--- src/rtl/lcd_instr_arbiter.sv ---
// rtl/lcd_instr_arbiter.sv - round-robin arbiter sharing one LCD instruction FSM between two requesters
// Optional clear/home hold-off state is built only when LCD_CLEAR_WAIT_EN is defined.
module lcd_instr_arbiter #(
    parameter int CLEAR_WAIT_CYCLES = 82000
) (
    input  logic       clk,
    input  logic       reset,
    input  logic       req0,
    input  logic       req1,
    input  logic [9:0] data0,
    input  logic [9:0] data1,
    output logic       ack0,
    output logic       ack1,
    output logic       fsm_enable,
    output logic [9:0] fsm_data,
    input  logic       fsm_done,
    output logic       busy
);

`ifdef LCD_CLEAR_WAIT_EN
    typedef enum logic [1:0] {IDLE, EXEC, RELEASE, CLRWAIT} state_t;

    localparam int CW = (CLEAR_WAIT_CYCLES > 1) ? $clog2(CLEAR_WAIT_CYCLES) : 1;
    localparam logic [CW-1:0] CNT_LAST = CW'(CLEAR_WAIT_CYCLES - 1);

    logic [CW-1:0] wait_cnt;
    logic          is_clear;

    // Clear display (0x001) and return home (0x002/0x003) need the long LCD settle time.
    assign is_clear = (fsm_data != 10'h000) && (fsm_data <= 10'h003);
`else
    typedef enum logic [1:0] {IDLE, EXEC, RELEASE} state_t;

    logic unused_clear_wait;
    assign unused_clear_wait = (CLEAR_WAIT_CYCLES != 0);
`endif

    state_t state;
    logic   last;
    logic   winner;

    // last doubles as the index of the requester currently being served.
    assign winner = (req0 && req1) ? ~last : req1;

    always_ff @(posedge clk) begin
        if (reset) begin
            state      <= IDLE;
            fsm_enable <= 1'b0;
            fsm_data   <= 10'h000;
            ack0       <= 1'b0;
            ack1       <= 1'b0;
            busy       <= 1'b0;
            last       <= 1'b1;
`ifdef LCD_CLEAR_WAIT_EN
            wait_cnt   <= '0;
`endif
        end else begin
            ack0 <= 1'b0;
            ack1 <= 1'b0;
            case (state)
                IDLE: begin
                    if (req0 || req1) begin
                        fsm_data   <= winner ? data1 : data0;
                        fsm_enable <= 1'b1;
                        last       <= winner;
                        busy       <= 1'b1;
                        state      <= EXEC;
                    end
                end
                EXEC: begin
                    if (fsm_done) begin
                        fsm_enable <= 1'b0;
                        ack0       <= ~last;
                        ack1       <= last;
                        state      <= RELEASE;
                    end
                end
                RELEASE: begin
                    if (!fsm_done) begin
`ifdef LCD_CLEAR_WAIT_EN
                        if (is_clear) begin
                            wait_cnt <= '0;
                            state    <= CLRWAIT;
                        end else begin
                            busy  <= 1'b0;
                            state <= IDLE;
                        end
`else
                        busy  <= 1'b0;
                        state <= IDLE;
`endif
                    end
                end
`ifdef LCD_CLEAR_WAIT_EN
                CLRWAIT: begin
                    if (wait_cnt == CNT_LAST) begin
                        wait_cnt <= '0;
                        busy     <= 1'b0;
                        state    <= IDLE;
                    end else begin
                        wait_cnt <= wait_cnt + 1'b1;
                    end
                end
`endif
                default: begin
                    fsm_enable <= 1'b0;
                    busy       <= 1'b0;
                    state      <= IDLE;
                end
            endcase
        end
    end

endmodule

--- config.mk ---
export PLATFORM = sky130hd
export DESIGN_NAME = lcd_instr_arbiter
export DESIGN_NICKNAME = d
export VERILOG_FILES = /design/src/rtl/lcd_instr_arbiter.sv
export SDC_FILE = /design/constraint.sdc
export NUM_CORES = 1
export LEC_CHECK = 0
export ABC_AREA = 1
export CORE_ASPECT_RATIO = 1.1
export CORE_MARGIN = 5
export CORE_UTILIZATION = 35
export CTS_CLUSTER_DIAMETER = 40
export DETAILED_ROUTE_END_ITERATION = 16
export GPL_TIMING_DRIVEN = 0
export PLACE_DENSITY_LB_ADDON = 0.25
export SETUP_SLACK_MARGIN = 0.15
export SLEW_MARGIN = 20
export SYNTH_ARGS = -nofsm -noshare
export SYNTH_HDL_FRONTEND = slang
export SYNTH_SLANG_ARGS = --single-unit
--- constraint.sdc ---
create_clock -name clk -period 1 [get_ports clk]
set_input_delay 0.1 -clock clk [delete_from_list [all_inputs] [get_ports clk]]
set_output_delay 0.1 -clock clk [all_outputs]
set_load 0.01 [all_outputs]
==> results of run 1 <==
==> worst max-delay path, cell delays in order, from the launching register on <==
cell	delay [ns]
dfxtp_4	0.37
nor2_4	0.13
o21ai_4	0.08
inv_2	0.09
buf_6	0.12
nand2_1	0.05
nor2_1	0.08
nor2_1	0.06
==> flip-flops by register name, summed over array words and instances, names as in the netlist <==
signal and flops:
ack0 1, busy 1, fsm_enable 1, ack1 1, fsm_data 10, state 2, last 1
==> final timing paths <==
path	endpoint	start	cells after the start	slack [ns]
setup / recovery	fsm_data[0]$_SDFFE_PP0P_	state[0]$_SDFFE_PP0P_	7	-0.09
hold reg to reg	ack0$_SDFF_PP0_	last$_SDFFE_PP1P_	1	0.44
hold / removal	fsm_enable$_SDFFE_PP0P_	reset	2	0.15
setup reg to reg	fsm_data[0]$_SDFFE_PP0P_	state[0]$_SDFFE_PP0P_	7	-0.09
==> metrics by stage <==
step           power (mW)  setup WS [ns]  cell area (sq um)
2_1_floorplan       1.058     -0.0001688              787.0
3_3_place_gp        1.322        -0.3810               1205
3_5_place_dp        1.333        -0.4163               1205
6_report            1.835       -0.08713               1420
4_1_cts             1.713       -0.05498               1272
5_1_grt             1.964        -0.1556               1420
==> routing by layer <==
layer  GRT usage, %  up-vias  wire [microns]
met5              0        -               0
met4          6.250        0              15
met1          16.33      390             927
met2          30.24       23            1341
met3          3.990        2             123
li1               -      465               -
==> logic make-up after synthesis <==
| group | after synthesis | synth area share, % |
|---|---|---|
| simple gates | 66 | 32.80 |
| buf+inv | 21 | 12.58 |
| flops | 17 | 43.31 |
| compound gates | 17 | 11.31 |
==> power groups by stage <==
stage | combinational [mW] | sequential [mW] | clock, mW
global placement | 0.514 | 0.808 | 0
detailed placement | 0.524 | 0.810 | 0
global route | 0.719 | 0.833 | 0.412
floorplan | 0.224 | 0.834 | 0
finish | 0.658 | 0.823 | 0.353
CTS | 0.540 | 0.810 | 0.363
==> area by class of cell <==
cell class	count	area, sq um
Buffer	5	50.05
Clock buffer	4	26.28
Fill cell	221	787.0
Inverter	16	62.56
Multi-Input combinational cell	83	416.7
Sequential cell	17	366.6
Tap cell	30	37.54
Timing Repair Buffer	45	460.4
==> placed cells by master, fill, tap and decap left out, types with 3 or more instances in the layout <==
cell and n:
nor2_1 30, clkdlybuf4s50_1 23, nand2_1 21, buf_6 20
dfxtp_2 15, inv_1 14, o21ai_1 7, nand2_2 5
buf_4 5, o21ai_0 4, a21oi_2 3, clkbuf_4 3
==> what timing repair did <==
item	in CTS	in global routing
buffers inserted	2	4
gates resized for setup	80	40
gates cloned	1	0
endpoints found under the setup margin	27	31
pin swaps	4	5
==> flow_metrics.env, run 1 <==
export IMPL_cp_max_fo=5
export IMPL_cts_buffers=3
export IMPL_area_growth_pct=80.73
export IMPL_cp_end_kind="flop"
export IMPL_grt_pass1_vias=927
export IMPL_p_int_mw=1.287
export IMPL_portBuffers=38
export IMPL_clk_insertion_delay_late_ns=0.28
export IMPL_hold_path_class="input port to flop"
export IMPL_grt_pass1_wl_mm=3.801
export IMPL_io_pins=39
export IMPL_cts_hold_buf=0
export IMPL_nets=196
export IMPL_outcome="complete, but fails checks"
export IMPL_track_usage_pct=16.08
export IMPL_maxSlewHeadroom_pct=81.06
export IMPL_path_clk_slew_ns=0.09
export IMPL_utilization_pct=64.34
export IMPL_pwr_share_clk_pct=19.2
export IMPL_totalWireLength_mm=2.408
export IMPL_setup_viol=11
export IMPL_clock_fmax_mhz=919.9
export IMPL_slew_violations=0
export IMPL_synth_edf_count=0
export IMPL_antenna_found_initial=0
export IMPL_cts_root_buffer="clkbuf_4"
export IMPL_hpwl_mm=1.613
export IMPL_syn_area_sq_um=785.8
export IMPL_yosysWarnings=0
export IMPL_maxCapViolations=0
export IMPL_die_area_sq_um=3294
export IMPL_synth_async_reset_ratio_pct=0
export IMPL_cp_start_kind="flop"
export IMPL_overflow=0
export IMPL_seq_area_frac_synth_pct=43.31
export IMPL_dp_cells=189
export IMPL_vias_per_cell=4.400
export IMPL_die_y_microns=59.70
export IMPL_fin_ws_ns=-0.08713
export IMPL_finalCritPeriodShare_pct=108.7
export IMPL_cts_buffer_depth=2
export IMPL_post_synth_top_count_cell="nor2_1"
export IMPL_crit_arrival_ns=1.26
export IMPL_rsz0062_at_grt="yes"
export IMPL_yosysTopAreaCell="dfxtp_1"
export IMPL_avgRoutedWirePerCell_microns=12.04
export IMPL_gp_congestion=0.7204
export IMPL_fp_dieW_microns=55.18
export IMPL_synth_area_per_cell_sq_um=6.494
export IMPL_p_leak_nw=0.6920
export IMPL_start_util_pct=35.60
export IMPL_cts_tree="yes"
export IMPL_ys_top_cells_by_count="nor2_1 (33), nand2_1 (27), dfxtp_1 (17)"
export IMPL_clock_sinks=17
export IMPL_pwr_density_cell_nw_per_um2=1292
export IMPL_hold_slack_ns=0.1472
export IMPL_violations="negative setup slack"
export IMPL_n_antenna_cell=0
export IMPL_synth_top_area_share_pct=43.31
export IMPL_ant_nets=0
export IMPL_dr_pass1_iters=4
export IMPL_p_switching_mw=0.5481
export IMPL_swShare_pct=29.87
export IMPL_drive_gt1_share_pct=38.24
export IMPL_instances_no_fill=200
export IMPL_rows=18
export IMPL_syn_nets=146
export IMPL_syn_inst=121
export IMPL_pwr_share_seq_pct=44.9
export IMPL_core_sq_um=2207
export IMPL_period_needed_ns=1.087
export IMPL_crit_type="flop to flop"
export IMPL_fin_setup_tns_ns=-0.7550
export IMPL_num_vias=880
export IMPL_peakVddDrop_mv=0.7832
export IMPL_finalClockSkew_ns=0.002061
export IMPL_critPathRequiredTime_ns=1.17
export IMPL_synthTopCellsByArea="dfxtp_1 (43%), nor2_1 (16%), nand2_1 (13%)"
export IMPL_combinationalPowerShare_pct=35.9
export IMPL_synth_ff_type="dfxtp_1"
export IMPL_grt_max_degree=11
export IMPL_remaining_drc_errors=0
export IMPL_synth_cell_types=16
export IMPL_synth_ff_latch_count=17
export IMPL_initialDrtViolationCount=12
export IMPL_worst_pin_slew_ns=0.2837
export IMPL_final_hold_violation_count=0
export IMPL_htreeDepth=1
Power figures use the tool's default switching activity.
==> run 2, diff against run 1 <==
--- a/config.mk
+++ b/config.mk
@@ -12,6 +12,7 @@
 export CTS_CLUSTER_DIAMETER = 40
 export DETAILED_ROUTE_END_ITERATION = 16
 export GPL_TIMING_DRIVEN = 0
+export MAX_ROUTING_LAYER = met4
 export PLACE_DENSITY_LB_ADDON = 0.25
 export SETUP_SLACK_MARGIN = 0.15
 export SLEW_MARGIN = 20
==> flow_metrics.env, run 2 (synthesized netlist as in run 1, its figures left out) <==
export IMPL_utilization_pct=64.34
export IMPL_period_needed_ns=1.087
export IMPL_most_common_layout_cells="nor2_1 (30), clkdlybuf4s50_1 (23), nand2_1 (21)"
export IMPL_grt_pass1_vias=928
export IMPL_grt_pass1_wl_mm=3.801
export IMPL_antenna_found_initial=0
export IMPL_core_sq_um=2207
export IMPL_placed_cell_area_sq_um=1205
export IMPL_avgRoutedWirePerCell_microns=12.04
export IMPL_outcome="complete, but fails checks"
export IMPL_cp_max_fo=5
export IMPL_route_met2_wl_mm=1.341
export IMPL_violations="negative setup slack"
export IMPL_fin_area_sq_um=1420
export IMPL_cts_hold_buf=0
export IMPL_vias_per_cell=4.400
export IMPL_highest_layer="met4"
export IMPL_finalCritPeriodShare_pct=108.7
export IMPL_final_common_cell="nor2_1"
export IMPL_crit_family="flip-flops"
export IMPL_fin_total_pwr_mw=1.835
export IMPL_die_y_microns=59.70
export IMPL_area_growth_pct=80.73
export IMPL_cp_start_kind="flop"
export IMPL_maxCapViolations=0
export IMPL_rows=18
export IMPL_fp_dieW_microns=55.18
export IMPL_portBuffers=38
export IMPL_io_pins=39
export IMPL_crit_arrival_ns=1.26
export IMPL_slew_violations=0
export IMPL_path_clk_slew_ns=0.09
export IMPL_cts_buffers=3
export IMPL_final_hold_violation_count=0
export IMPL_remaining_drc_errors=0
export IMPL_top_register="fsm_data"
export IMPL_cp_end_kind="flop"
export IMPL_largest_register_ffs=10
export IMPL_crit_type="flop to flop"
export IMPL_totalWireLength_mm=2.408
export IMPL_cts_buffer_depth=2
export IMPL_dp_cells=189
export IMPL_maxSlewHeadroom_pct=81.13
export IMPL_critPathRequiredTime_ns=1.17
export IMPL_clock_fmax_mhz=920.1
export IMPL_die_area_sq_um=3294
export IMPL_fin_setup_tns_ns=-0.7544
export IMPL_p_leak_nw=0.6920
export IMPL_n_antenna_cell=0
export IMPL_cpMostUsedCell="nor2_1"
export IMPL_slowest_delay_ns=0.37
export IMPL_instances_no_fill=200
export IMPL_drive_gt1_share_pct=38.24
export IMPL_gp_congestion=0.7289
export IMPL_wl_met3_microns=114
export IMPL_clk_insertion_delay_late_ns=0.28
export IMPL_crit_chain="nor2_4, o21ai_4, inv_2, buf_6, nand2_1, nor2_1, nor2_1"
export IMPL_hold_path_class="input port to flop"
export IMPL_dr_pass1_iters=4
export IMPL_clock_sinks=17
export IMPL_hpwl_mm=1.613
export IMPL_met1_length_microns=935
export IMPL_setup_viol=11
export IMPL_nets=196
export IMPL_pwr_density_cell_nw_per_um2=1292
export IMPL_initialDrtViolationCount=9
export IMPL_finalClockSkew_ns=0.002054
export IMPL_num_vias=880
export IMPL_critPathBufInv=2
export IMPL_slowest_stage="dfxtp_4"
export IMPL_htreeDepth=1
export IMPL_worst_pin_slew_ns=0.2826
export IMPL_rsz0062_at_grt="yes"
export IMPL_peakVddDrop_mv=0.7829
export IMPL_cts_root_buffer="clkbuf_4"
export IMPL_overflow=0
export IMPL_ant_nets=0
export IMPL_cts_tree="yes"
export IMPL_track_usage_pct=16.53
export IMPL_grt_max_degree=11
export IMPL_reg_top3="fsm_data: 10 flops, state: 2 flops"
export IMPL_fin_ws_ns=-0.08681
export IMPL_start_util_pct=35.60
## run 2: cell counts in the layout (fill, tap and decap cells not counted)
Identical to the previous run, type by type.
## run 2: path summary, 6_finish.rpt
kind | slack (ns) | cells past startpoint | endpoint | start
worst min register to register | 0.44 | 1 | ack0$_SDFF_PP0_ | last$_SDFFE_PP1P_
worst max register to register | -0.09 | 7 | fsm_data[0]$_SDFFE_PP0P_ | state[0]$_SDFFE_PP0P_
worst min-delay path | 0.15 | 2 | fsm_enable$_SDFFE_PP0P_ | reset
worst max-delay path | -0.09 | 7 | fsm_data[0]$_SDFFE_PP0P_ | state[0]$_SDFFE_PP0P_
## run 2: area by class of cell
| cell class | instances | area (sq um) |
|---|---|---|
| fillers | 221 | 787.0 |
| clock buffers | 4 | 26.28 |
| multi-input cells | 83 | 416.7 |
| inverters | 16 | 62.56 |
| repair buffers | 45 | 460.4 |
| well taps | 30 | 37.54 |
| plain buffers | 5 | 50.05 |
| flip-flops and latches | 17 | 366.6 |
## run 2: stage by stage
step	hold slack (ns)	setup slack (ns)
after floorplan	0.1617	-0.0001688
after global placement	0.4413	-0.3810
after detailed placement	0.4471	-0.4163
after CTS	0.4351	-0.05498
after global routing	0.1517	-0.1556
final	0.1464	-0.08681
## run 2: report_power, final
part	switching [mW]	total, mW	internal, mW
clock network	0.199	0.353	0.155
registers	0.0591	0.823	0.764
logic	0.290	0.658	0.368
## run 2: worst register-to-register path, stage by stage (launching register included)
cell and delay, ns:
dfxtp_4 0.37, nor2_4 0.13, o21ai_4 0.08, inv_2 0.09, buf_6 0.12, nand2_1 0.05, nor2_1 0.08, nor2_1 0.06
## run 2: repair_timing
item,4_1_cts,5_1_grt
buffers inserted,2,4
cloned,1,0
setup endpoints to repair,27,31
pin swaps,4,5
endpoints found under the hold margin,0,0
resized for setup,80,40
## run 2: per-layer routing
metal / vias up / track usage [%]
li1: 465 / -
met1: 390 / 16.80
met2: 23 / 30.24
met3: 2 / 3.242
met4: 0 / 6.250
met5: - / -
